$ cat src/rtl/driver7seg_mux.sv
// driver7seg_mux: time-multiplexed driver for N_DIGITS common-anode
// seven-segment digits.
//
// A prescaler divides each digit slot into REFRESH_DIV cycles. The first
// DEAD_CYC cycles of every slot keep all anodes off to avoid ghosting.
// The display data is sampled once per frame, at the start of digit 0's
// slot, so a frame never mixes old and new values.
//
// The anodes and segments are active-low and registered. They have one
// cycle of latency from the internal state.
//
// Optional build macro: DRIVER7SEG_LZB_EN enables leading-zero blanking.
// When it is undefined, no suppression logic is built.
module driver7seg_mux #(
  parameter int N_DIGITS    = 4,
  parameter int REFRESH_DIV = 50000,
  parameter int DEAD_CYC    = 2
) (
  input  logic                  clk_i,
  input  logic                  rst_i,
  input  logic [4*N_DIGITS-1:0] valor_i,
  input  logic [N_DIGITS-1:0]   dp_i,
  input  logic                  blank_i,
  output logic [N_DIGITS-1:0]   anodos_o,
  output logic [7:0]            segmentos_o
);

  localparam int PRE_W = (REFRESH_DIV > 1) ? $clog2(REFRESH_DIV) : 1;
  localparam int IDX_W = (N_DIGITS > 1) ? $clog2(N_DIGITS) : 1;

  localparam logic [PRE_W-1:0] PRE_LAST = PRE_W'(REFRESH_DIV - 1);
  localparam logic [PRE_W-1:0] PRE_DEAD = PRE_W'(DEAD_CYC);
  localparam logic [IDX_W-1:0] IDX_LAST = IDX_W'(N_DIGITS - 1);

  logic [PRE_W-1:0]      pre_cnt;
  logic [IDX_W-1:0]      idx;
  logic [4*N_DIGITS-1:0] snap;
  logic [N_DIGITS-1:0]   dp_snap;

  logic                  tc;
  logic                  frame_start;
  logic [3:0]            cur_nib;
  logic                  cur_dp;
  logic [7:0]            glyph;
  logic                  suppress;
  logic                  digit_on;
  logic [N_DIGITS-1:0]   an_next;
  logic [7:0]            seg_next;

  // Slot timing decode and selection of the current digit's data
  always_comb begin
    tc          = (pre_cnt == PRE_LAST);
    frame_start = (pre_cnt == '0) && (idx == '0);
    cur_nib     = snap[{idx, 2'b00} +: 4];
    cur_dp      = dp_snap[idx];
  end

  // Hex nibble to active-low {a,b,c,d,e,f,g} pattern, with the dp bit off
  always_comb begin
    glyph = 8'hFF;
    case (cur_nib)
      4'h0: glyph = 8'h03;
      4'h1: glyph = 8'h9F;
      4'h2: glyph = 8'h25;
      4'h3: glyph = 8'h0D;
      4'h4: glyph = 8'h99;
      4'h5: glyph = 8'h49;
      4'h6: glyph = 8'h41;
      4'h7: glyph = 8'h1F;
      4'h8: glyph = 8'h01;
      4'h9: glyph = 8'h09;
      4'hA: glyph = 8'h11;
      4'hB: glyph = 8'hC1;
      4'hC: glyph = 8'h63;
      4'hD: glyph = 8'h85;
      4'hE: glyph = 8'h61;
      4'hF: glyph = 8'h71;
      default: glyph = 8'hFF;
    endcase
  end

`ifdef DRIVER7SEG_LZB_EN
  // Leading-zero blanking: hide digit k > 0 when it and every more
  // significant digit hold zero with no decimal point lit. A lit point
  // above keeps the zeros below it visible, so 0005 with dp on digit 2
  // reads "0.05" rather than "0. 5". Digit 0 is never hidden.
  always_comb begin
    logic upper_dark;
    suppress   = 1'b0;
    upper_dark = 1'b1;
    for (int k = N_DIGITS - 1; k >= 1; k--) begin
      upper_dark = upper_dark & (snap[4*k +: 4] == 4'h0) & ~dp_snap[k];
      if (idx == IDX_W'(k)) suppress = upper_dark;
    end
  end
`else
  assign suppress = 1'b0;
`endif

  // Next output values: the segments always follow the current digit,
  // and only the anode enable gates visibility
  always_comb begin
    digit_on     = (pre_cnt >= PRE_DEAD) && !blank_i && !suppress;
    an_next      = '1;
    if (digit_on) an_next[idx] = 1'b0;
    seg_next     = {glyph[7:1], glyph[0] & ~cur_dp};
  end

  // Prescaler, digit index, frame snapshot and registered outputs
  always_ff @(posedge clk_i) begin
    if (rst_i) begin
      pre_cnt     <= '0;
      idx         <= '0;
      snap        <= '0;
      dp_snap     <= '0;
      anodos_o    <= '1;
      segmentos_o <= 8'hFF;
    end else begin
      pre_cnt <= tc ? '0 : pre_cnt + PRE_W'(1);
      if (tc) idx <= (idx == IDX_LAST) ? '0 : idx + IDX_W'(1);
      if (frame_start) begin
        snap    <= valor_i;
        dp_snap <= dp_i;
      end
      anodos_o    <= an_next;
      segmentos_o <= seg_next;
    end
  end

endmodule

$ cat config.mk
export PLATFORM = sky130hd
export DESIGN_NAME = driver7seg_mux
export DESIGN_NICKNAME = d
export VERILOG_FILES = /design/src/rtl/driver7seg_mux.sv
export SDC_FILE = /design/constraint.sdc
export NUM_CORES = 1
export LEC_CHECK = 0
export ABC_AREA = 1
export BUFFER_PORTS_ARGS = -buffer_cell sky130_fd_sc_hd__buf_2
export CAP_MARGIN = 30
export CORE_ASPECT_RATIO = 0.5
export CORE_UTILIZATION = 50
export CTS_BUF_LIST = sky130_fd_sc_hd__clkbuf_4
export DETAILED_ROUTE_END_ITERATION = 16
export PLACE_DENSITY = 0.74
export SYNTH_ARGS = -nofsm -noshare
export SYNTH_HDL_FRONTEND = slang
export SYNTH_SLANG_ARGS = --single-unit
$ cat constraint.sdc
create_clock -name clk_i -period 2.3 [get_ports clk_i]
set_input_delay 0.345 -clock clk_i [delete_from_list [all_inputs] [get_ports clk_i]]
set_output_delay 0.345 -clock clk_i [all_outputs]
set_load 0.02 [all_outputs]
# Yosys cells after proc, flatten, opt, wreduce, memory -nomap -nowiden

Memory sizes are Yosys's and may differ from the RTL's. A register that Yosys moved wholly into a read port is not among the register bits.
Index checks and enable logic that the tools add are counted.
W data, S select, Z words.

Add/subtract/negate cells: 2
Shifts and indexed selects: 1
Eq/ne operators: 2
Bitwise logic cells: 4
Reductions and logical operators: 8
Muxes and demuxes: 5
Order comparisons: 3

Operators with widths:

| kind                    | number |
|---|---|
| $add A16 B1 Y16 const B | 1 |
| $eq A16 B16 Y1 const B  | 1 |
| $ge A16 B2 Y1 const B   | 1 |
| $logic_not A16 Y1       | 1 |
| $shiftx A16 B5 Y4       | 1 |
| $not A4 Y4              | 1 |
| $reduce_or A2 Y1        | 2 |
| $logic_and A1 B1 Y1     | 3 |
| $lt A2 B3 Y1 const B    | 1 |
| $add A2 B1 Y2 const B   | 1 |
| $bmux W1 S2             | 1 |
| $demux W1 S2            | 1 |
| $eq A2 B2 Y1 const B    | 1 |
| $ge A2 B1 Y1 const B    | 1 |
| $logic_not A2 Y1        | 1 |
| $mux W1                 | 2 |
| $mux W2                 | 1 |
| $not A1 Y1              | 2 |
| $and A1 B1 Y1 const A   | 1 |
| $logic_not A1 Y1        | 1 |

Memories: 1
Input bits: 23
Memory bits (read-only): 112
Bits in registers: 50

Memories:

| name             | depth | bits a word | rd ports | clocked after Yosys merged registers in | write ports | line | RTL |
|---|---|---|---|---|---|---|---|
| (name not given) | 16    | 7           | 1        | 1                                       | 0           | 61   | `case (cur_nib)` |

# Logic depth before layout (Yosys ltp)

Gate-level depths: netlist (run 1).

Depth after elaboration: 5
Gate-level depth with buffers: 10
Gate-level depth less buffers: 10

# Worst setup path after synthesis (run 1)

OpenSTA, ideal clock, no wires.

Path kind: flip-flop to flip-flop
Start point: reg idx[0]
End point: reg segmentos_o[4]
Setup time: 0.129 ns
Stages on the path, launching flop included: 11
Path buffers: 1
Clock period less this slack: 1.568 ns
Setup slack: 0.732 ns
Required time: 2.171 ns
Arrival: 1.439 ns
Cell sequence: dfxtp_1 -> buf_2 -> nand2_1 -> nand3_1 -> nand2_1 -> ha_1 -> inv_1 -> nand3_1 -> nand2_1 -> nand2_1 -> nand3_1

Word-level cells in the longest chain between the ends: 1

Ends and longest elaborated chain:

| what                   | line | RTL |
|---|---|---|
| start, declared        | 36   | `logic [IDX_W-1:0] idx;` |
| start signal, assigned | 120  | `if (tc) idx <= (idx == IDX_LAST) ? '0 : idx + IDX_W'(1);` |
| $shiftx A16 B5 Y4      | 54   | `cur_nib = snap[{idx, 2'b00} +: 4];` |
| end, declared          | 25   | `output logic [7:0] segmentos_o` |

Every way passes these cells.
A chain may end at the register's enable or synchronous reset.

# Worst setup path in the final report (run 1)

Start point: reg idx[0]
End point: reg segmentos_o[7]

The elaborated chain is that of the path after synthesis.

==> impl_metrics.yaml, run 1 <==
run_status:
  status: "finished, final reports clean"
grt:
  grt_remaining_overflow: 0
  via_count_of_the_first_global_routing_pass: 2086
  all_layer_global_routing_usage_pct: 21.0
  grt_start_max_net_pins: 23
  grt_antenna_before_repair: 0
  grt_pass1_wl_um: 9300
routing:
  routed_wire_length_per_instance_um: 10.4
  ant_nets: 0
  vias: 2452
  remaining_drc_errors: 0
  detail_route.iter0.violations: 135
  dr.pass1.iters: 5
  drt_wl_total_um: 5470
  average_via_count_per_standard_cell: 4.67
worst_setup_path:
  worstPathRequired_ns: 2.55
  worst_case_reg_to_reg_path_depth: 10
  r2r_start: "idx[0]"
  critical_path.endpoint_type: "register"
  worstSetupStartpoint: "idx[0]"
  path_max_fanout: 10
  critical_path_class: "register to register"
  rr_endpoint: "segmentos_o[7]"
  crit_end: "segmentos_o[7]"
  timing.critical_path.arrival_ns: 2.05
  startpoint_type: "register"
  setup.reg_to_reg.worst_slack_ns: 0.50
layout:
  mostFrequentLayoutCells: "sky130_fd_sc_hd__nand2_1 (105), sky130_fd_sc_hd__inv_1 (83), sky130_fd_sc_hd__nor2_1 (55)"
  post_route_cells_drive_above_1_share_pct: 13.2
  area.growth.synth_to_final_pct: 10.8
  final_common_cell: "sky130_fd_sc_hd__nand2_1"
  design.final.nets: 490
  antenna_cells: 0
  fillCellCount: 513
timing:
  final.min_clock_period_ns: 1.80
  rsz0062_at_grt: "no"
  fmax_mhz: 555
  fin_tns_setup_ns: 0
  report.final.hold_viol_count: 0
  slew_at_the_pin_closest_to_its_max_slew_limit_ns: 0.561
  layout_worst_path_cycle_share_pct: 78.4
  timing.final.setup_violations: 0
  max-slew-margin-rel_pct: 62.6
  timing.clock.skew_ns: 0.00581
  report.final.slew_viol_count: 0
min_path:
  min_path_type: "input port to register"
job:
  drv.max_cap_violation_count: 0
synthesis:
  synth.ff_latch_count: 50
  mappedNetlistNets: 456
  post_synth_inst_count: 420
  netlist-cell-type-count: 23
  synth_top_cell_by_area: "sky130_fd_sc_hd__dfxtp_1"
  synth_seq_area_share_pct: 36.6
  synth_warnings: 0
  synth.area.top_cells: "sky130_fd_sc_hd__dfxtp_1 (37%), sky130_fd_sc_hd__nand2_1 (14%), sky130_fd_sc_hd__inv_1 (11%)"
  postSynthAreaPerCell_um2: 6.51
  syn_area_um2: 2730
  synth_top_area_share_pct: 36.6
power:
  leakagePower_nw: 1.54
  report.power.total_w: 0.00174
  power_density_nw_per_um2: 575
  peakVddDrop_mv: 0.277
cts:
  clock_tree.htree_level_count: 2
  ctsHoldBuffers: 0
  post_cts_setup_buffer_count: 0
  postCtsResizedCells: 0
  clock_insertion_delay_worst_skew_ns: 0.37
  numCtsBuffers: 5
  tritoncts: "built"
  cts.sink_count: 50
  cts_max_path_buffers: 2
  clk_pin_slew_worst_paths_ns: 0.14
  root_buffer: "sky130_fd_sc_hd__clkbuf_4"
place:
  detailedPlacementHpwl_um: 3970
  finalWeightedCongestion: 0.835
  buffer_ports.inserted: 34
floorplan:
  floorplan.io_pins: 35
  initial_core_utilization_pct: 53.7
  die_area_um2: 5780
  num_rows: 18
  chipWidth_um: 107
  die_height_um: 54.3
  placeableCoreArea_um2: 5090
stage by stage:
step	cell area, µm²	utilization, %	hold WS, ns	cells	setup slack (ns)
floorplan	2730	-	0.414	420	0.732
detailed placement	2970	58.4	0.452	517	0.526
CTS	3030	59.5	0.192	525	0.500
finish	3030	59.5	0.208	525	0.497
global route	3030	59.5	0.193	525	0.270
global placement	2970	58.4	0.445	517	0.584
how the worst min path moves through the flow:
stage	startpoint	to	slack, ns	depth (start not counted)
2_1_floorplan	rst_i	idx[0]	0.41	1
4_1_cts	rst_i	idx[1]	0.19	2
5_1_grt	rst_i	idx[1]	0.19	2
3_3_place_gp	pre_cnt[0]	pre_cnt[0]	0.44	1
3_5_place_dp	pre_cnt[0]	pre_cnt[0]	0.45	1
6_report	rst_i	idx[1]	0.21	2
synth_stat cells:
master                     number
sky130_fd_sc_hd__nand3_2        3
sky130_fd_sc_hd__buf_1          2
sky130_fd_sc_hd__nand2_1      105
sky130_fd_sc_hd__nand4_1       29
sky130_fd_sc_hd__inv_1         83
sky130_fd_sc_hd__nand3_1       32
sky130_fd_sc_hd__o21ai_0        5
sky130_fd_sc_hd__nor2_2         2
sky130_fd_sc_hd__xnor2_1        2
sky130_fd_sc_hd__nor2_1        55
sky130_fd_sc_hd__nand2_4        1
sky130_fd_sc_hd__dfxtp_1       50
sky130_fd_sc_hd__or2_2          1
sky130_fd_sc_hd__ha_1          13
sky130_fd_sc_hd__inv_2          2
sky130_fd_sc_hd__o211ai_1       1
sky130_fd_sc_hd__nand2_2        3
sky130_fd_sc_hd__clkbuf_1       1
sky130_fd_sc_hd__buf_6          1
sky130_fd_sc_hd__xor2_1         3
sky130_fd_sc_hd__nor3_1         4
sky130_fd_sc_hd__buf_2          9
sky130_fd_sc_hd__a21oi_1       13
sequential cells by signal, summed over array words and instances, names as in the netlist:
name,flops
anodos_o,4
dp_snap,4
idx,2
pre_cnt,16
segmentos_o,8
snap,16
where the power goes:
part	internal (W)	leakage (nW)	switching [W]
clock network	0.000127	0.0331	0.000273
logic	0.000139	1.10	0.000233
registers	0.000934	0.412	0.0000342
total	0.00120	1.54	0.000541
area by class of cell:
cell class	instances	area (µm²)	share of cell area [%]
multi-input cells	272	1350	44.6
flip-flops and latches	50	1000	33.1
inverters	85	319	10.5
repair buffers	40	215	7.11
well taps	70	87.6	2.89
clock buffers	6	45.0	1.49
clock inverters	2	8.76	0.289
kinds of logic (layout without fill, tap and decap cells):
group           after synthesis  in the layout  synth area share [%]
fa+ha+maj                    13             13                  5.95
buf+inv                      98            133                  14.1
xor+xnor                      5              5                  1.60
flops                        50             50                  36.6
compound gates               19             19                  3.57
simple gates                235            235                  38.1
routing by layer:
layer	wire [µm]	vias to the layer above	track usage (%)
li1	-	1355	-
met1	2950	1032	28.5
met2	2200	61	33.3
met3	284	4	5.24
met4	42	0	7.31
met5	0	-	0
critical path, stage by stage, from the launching register on:
cell                      delay, ns
sky130_fd_sc_hd__dfxtp_1       0.52
sky130_fd_sc_hd__inv_2         0.15
sky130_fd_sc_hd__nand2_1       0.09
sky130_fd_sc_hd__nand3_1       0.06
sky130_fd_sc_hd__nand2_1       0.20
sky130_fd_sc_hd__inv_1         0.11
sky130_fd_sc_hd__ha_1          0.23
sky130_fd_sc_hd__inv_1         0.08
sky130_fd_sc_hd__nand3_1       0.09
sky130_fd_sc_hd__nand3_1       0.09
sky130_fd_sc_hd__nand3_1       0.07
No activity file was read; power rests on OpenSTA's default activity.
==> inputs of run 2 (changes only) <==
==> constraint.sdc (replaced) <==
create_clock -name clk_i -period 1.7 [get_ports clk_i]
set_input_delay 0.255 -clock clk_i [delete_from_list [all_inputs] [get_ports clk_i]]
set_output_delay 0.255 -clock clk_i [all_outputs]
set_load 0.02 [all_outputs]
==> run 2 against run 1 <==
Clock skew up 0.018 ns. Fmax grew 17%. Largest power group unchanged. Critical path type unchanged. Clock power up 22%. Critical path depth is the same. Design area increased by 1.9%. Count of clock-buffer cells in the layout shrank 1.
==> impl_metrics.yaml, run 2 (same netlist as run 1, synthesis figures left out) <==
run_status:
  status: "finished, final reports clean"
cts:
  tritoncts: "built"
  ctsHoldBuffers: 0
  cts.sink_count: 50
  numCtsBuffers: 5
  root_buffer: "sky130_fd_sc_hd__clkbuf_4"
  clk_pin_slew_worst_paths_ns: 0.14
  clock_insertion_delay_worst_skew_ns: 0.36
  cts_max_path_buffers: 2
  clock_tree.htree_level_count: 2
power:
  seq_power_share_pct: 56.2
  power_density_nw_per_um2: 756
  power.share.switching_pct: 30.8
  leakagePower_nw: 1.57
  p_sw_w: 0.000719
  clock_power_share_pct: 21.0
  internal_power_w: 0.00161
  share_comb_of_total_power_pct: 22.8
  peakVddDrop_mv: 0.374
grt:
  grt_start_max_net_pins: 21
  grt_pass1_wl_um: 9840
  grt_antenna_before_repair: 0
  all_layer_global_routing_usage_pct: 22.2
  grt_remaining_overflow: 0
  via_count_of_the_first_global_routing_pass: 2205
timing:
  timing.final.setup_violations: 0
  post-route-worst-setup-slack_ns: 0.160
  layout_worst_path_cycle_share_pct: 90.6
  fin_tns_setup_ns: 0
  report.final.slew_viol_count: 0
  report.final.hold_viol_count: 0
  max-slew-margin-rel_pct: 79.8
  timing.clock.skew_ns: 0.0241
  final.min_clock_period_ns: 1.54
  rsz0062_at_grt: "no"
  slew_at_the_pin_closest_to_its_max_slew_limit_ns: 0.302
  fmax_mhz: 649
worst_setup_path:
  timing.critical_path.arrival_ns: 1.78
  critical_path.endpoint_type: "register"
  worstPathRequired_ns: 1.94
  slowest_delay_ns: 0.40
  critical_path_class: "register to register"
  most_frequent_cell_on_the_critical_path: "sky130_fd_sc_hd__nand2_1"
  crit_path_top_delay_cell: "sky130_fd_sc_hd__dfxtp_4"
  startpoint_type: "register"
  path_max_fanout: 10
  critical_path.cell_chain: "inv_4 -> nand2_1 -> nand3_1 -> nand2_2 -> buf_4 -> ha_1 -> inv_1 -> nor2_1 -> a21oi_1 -> nand2_1"
job:
  drv.max_cap_violation_count: 0
routing:
  remaining_drc_errors: 0
  detail_route.iter0.violations: 77
  ant_nets: 0
  drt_wl_total_um: 5540
  average_via_count_per_standard_cell: 4.74
  vias: 2507
  routed_wire_length_per_instance_um: 10.5
  dr.pass1.iters: 5
place:
  buffer_ports.inserted: 34
  pre_cts_slack_ns: 0.0797
  detailedPlacementHpwl_um: 4180
  finalWeightedCongestion: 0.892
layout:
  registers_with_the_most_flip_flops: "pre_cnt (16), snap (16), segmentos_o (8)"
  area.growth.synth_to_final_pct: 12.9
  design.final.nets: 496
  final_common_cell: "sky130_fd_sc_hd__nand2_1"
  post_route_cells_drive_above_1_share_pct: 14.8
  antenna_cells: 0
  mostFrequentLayoutCells: "sky130_fd_sc_hd__nand2_1 (103), sky130_fd_sc_hd__inv_1 (83), sky130_fd_sc_hd__nor2_1 (55)"
  fillCellCount: 522
floorplan:
  placeableCoreArea_um2: 5090
  chipWidth_um: 107
  initial_core_utilization_pct: 53.7
  die_height_um: 54.3
  num_rows: 18
  floorplan.io_pins: 35
  die_area_um2: 5780
min_path:
  min_path_type: "input port to register"
-- run 2: changes by cell type in the layout (fill, tap and decap cells not counted), moves of 2 or more --
cell / change
sky130_fd_sc_hd__nand2_2: +2
sky130_fd_sc_hd__dfxtp_1: -2
sky130_fd_sc_hd__nand2_1: -2
sky130_fd_sc_hd__buf_4: +5
-- run 2: routing by layer --
layer / wire length, µm / track usage (%) / share of wire (%) / up-vias
li1: - / - / - / 1370
met1: 2970 / 30.3 / 53 / 1077
met2: 2220 / 35.8 / 40 / 56
met3: 312 / 5.24 / 5.6 / 4
met4: 46 / 5.94 / 0.83 / 0
met5: 0 / 0 / 0 / -
-- run 2: area by class of cell --
| type | count | area, µm² | share of cell area, % |
|---|---|---|---|
| well taps | 70 | 87.6 | 2.84 |
| flip-flops and latches | 50 | 1010 | 32.6 |
| multi-input cells | 272 | 1360 | 43.9 |
| clock buffers | 5 | 37.5 | 1.22 |
| clock inverters | 1 | 3.75 | 0.122 |
| inverters | 85 | 322 | 10.4 |
| repair buffers | 46 | 273 | 8.84 |
-- run 2: through the flow --
stage | total power [W] | cell area [µm²] | hold slack (ns) | instances | utilization [%]
6_report | 0.00233 | 3080 | 0.127 | 529 | 60.6
3_3_place_gp | 0.00186 | 3030 | 0.447 | 523 | 59.5
5_1_grt | 0.00251 | 3080 | 0.113 | 529 | 60.6
3_5_place_dp | 0.00187 | 3030 | 0.465 | 523 | 59.5
2_1_floorplan | 0.00171 | 2730 | 0.324 | 420 | -
4_1_cts | 0.00235 | 3070 | 0.106 | 529 | 60.3
-- run 2: critical path: cells and delay by family (launching register included) --
kind	cells	cell delay [ns]
adder cells (fa/ha/maj)	1	0.28
AO/OA/AOI/OAI	1	0.12
flip-flops	1	0.40
buffers and inverters	3	0.32
AND/OR/NAND/NOR	5	0.33
-- run 2: repair_timing --
| action | in CTS | in global routing |
|---|---|---|
| resized for setup | 0 | 6 |
| setup buffers | 0 | 0 |
| endpoints found under the setup margin | 0 | 23 |
-- run 2: power by group through the flow --
| stage | Combinational, W | Clock (W) | Sequential (W) |
|---|---|---|---|
| finish | 0.000533 | 0.000489 | 0.00131 |
| global route | 0.000627 | 0.000563 | 0.00132 |
| CTS | 0.000531 | 0.000510 | 0.00131 |
| detailed placement | 0.000529 | 0 | 0.00134 |
| global placement | 0.000524 | 0 | 0.00134 |
| floorplan | 0.000353 | 0 | 0.00136 |
-- run 2: path summary, 6_finish.rpt --
| path | start | end | slack [ns] | depth (start not counted) |
|---|---|---|---|---|
| worst min register to register | pre_cnt[0] | pre_cnt[0] | 0.49 | 1 |
| worst max-delay path | idx[0] | segmentos_o[6] | 0.16 | 10 |
| worst max register to register | idx[0] | segmentos_o[6] | 0.16 | 10 |
| worst min-delay path | rst_i | idx[1] | 0.13 | 2 |
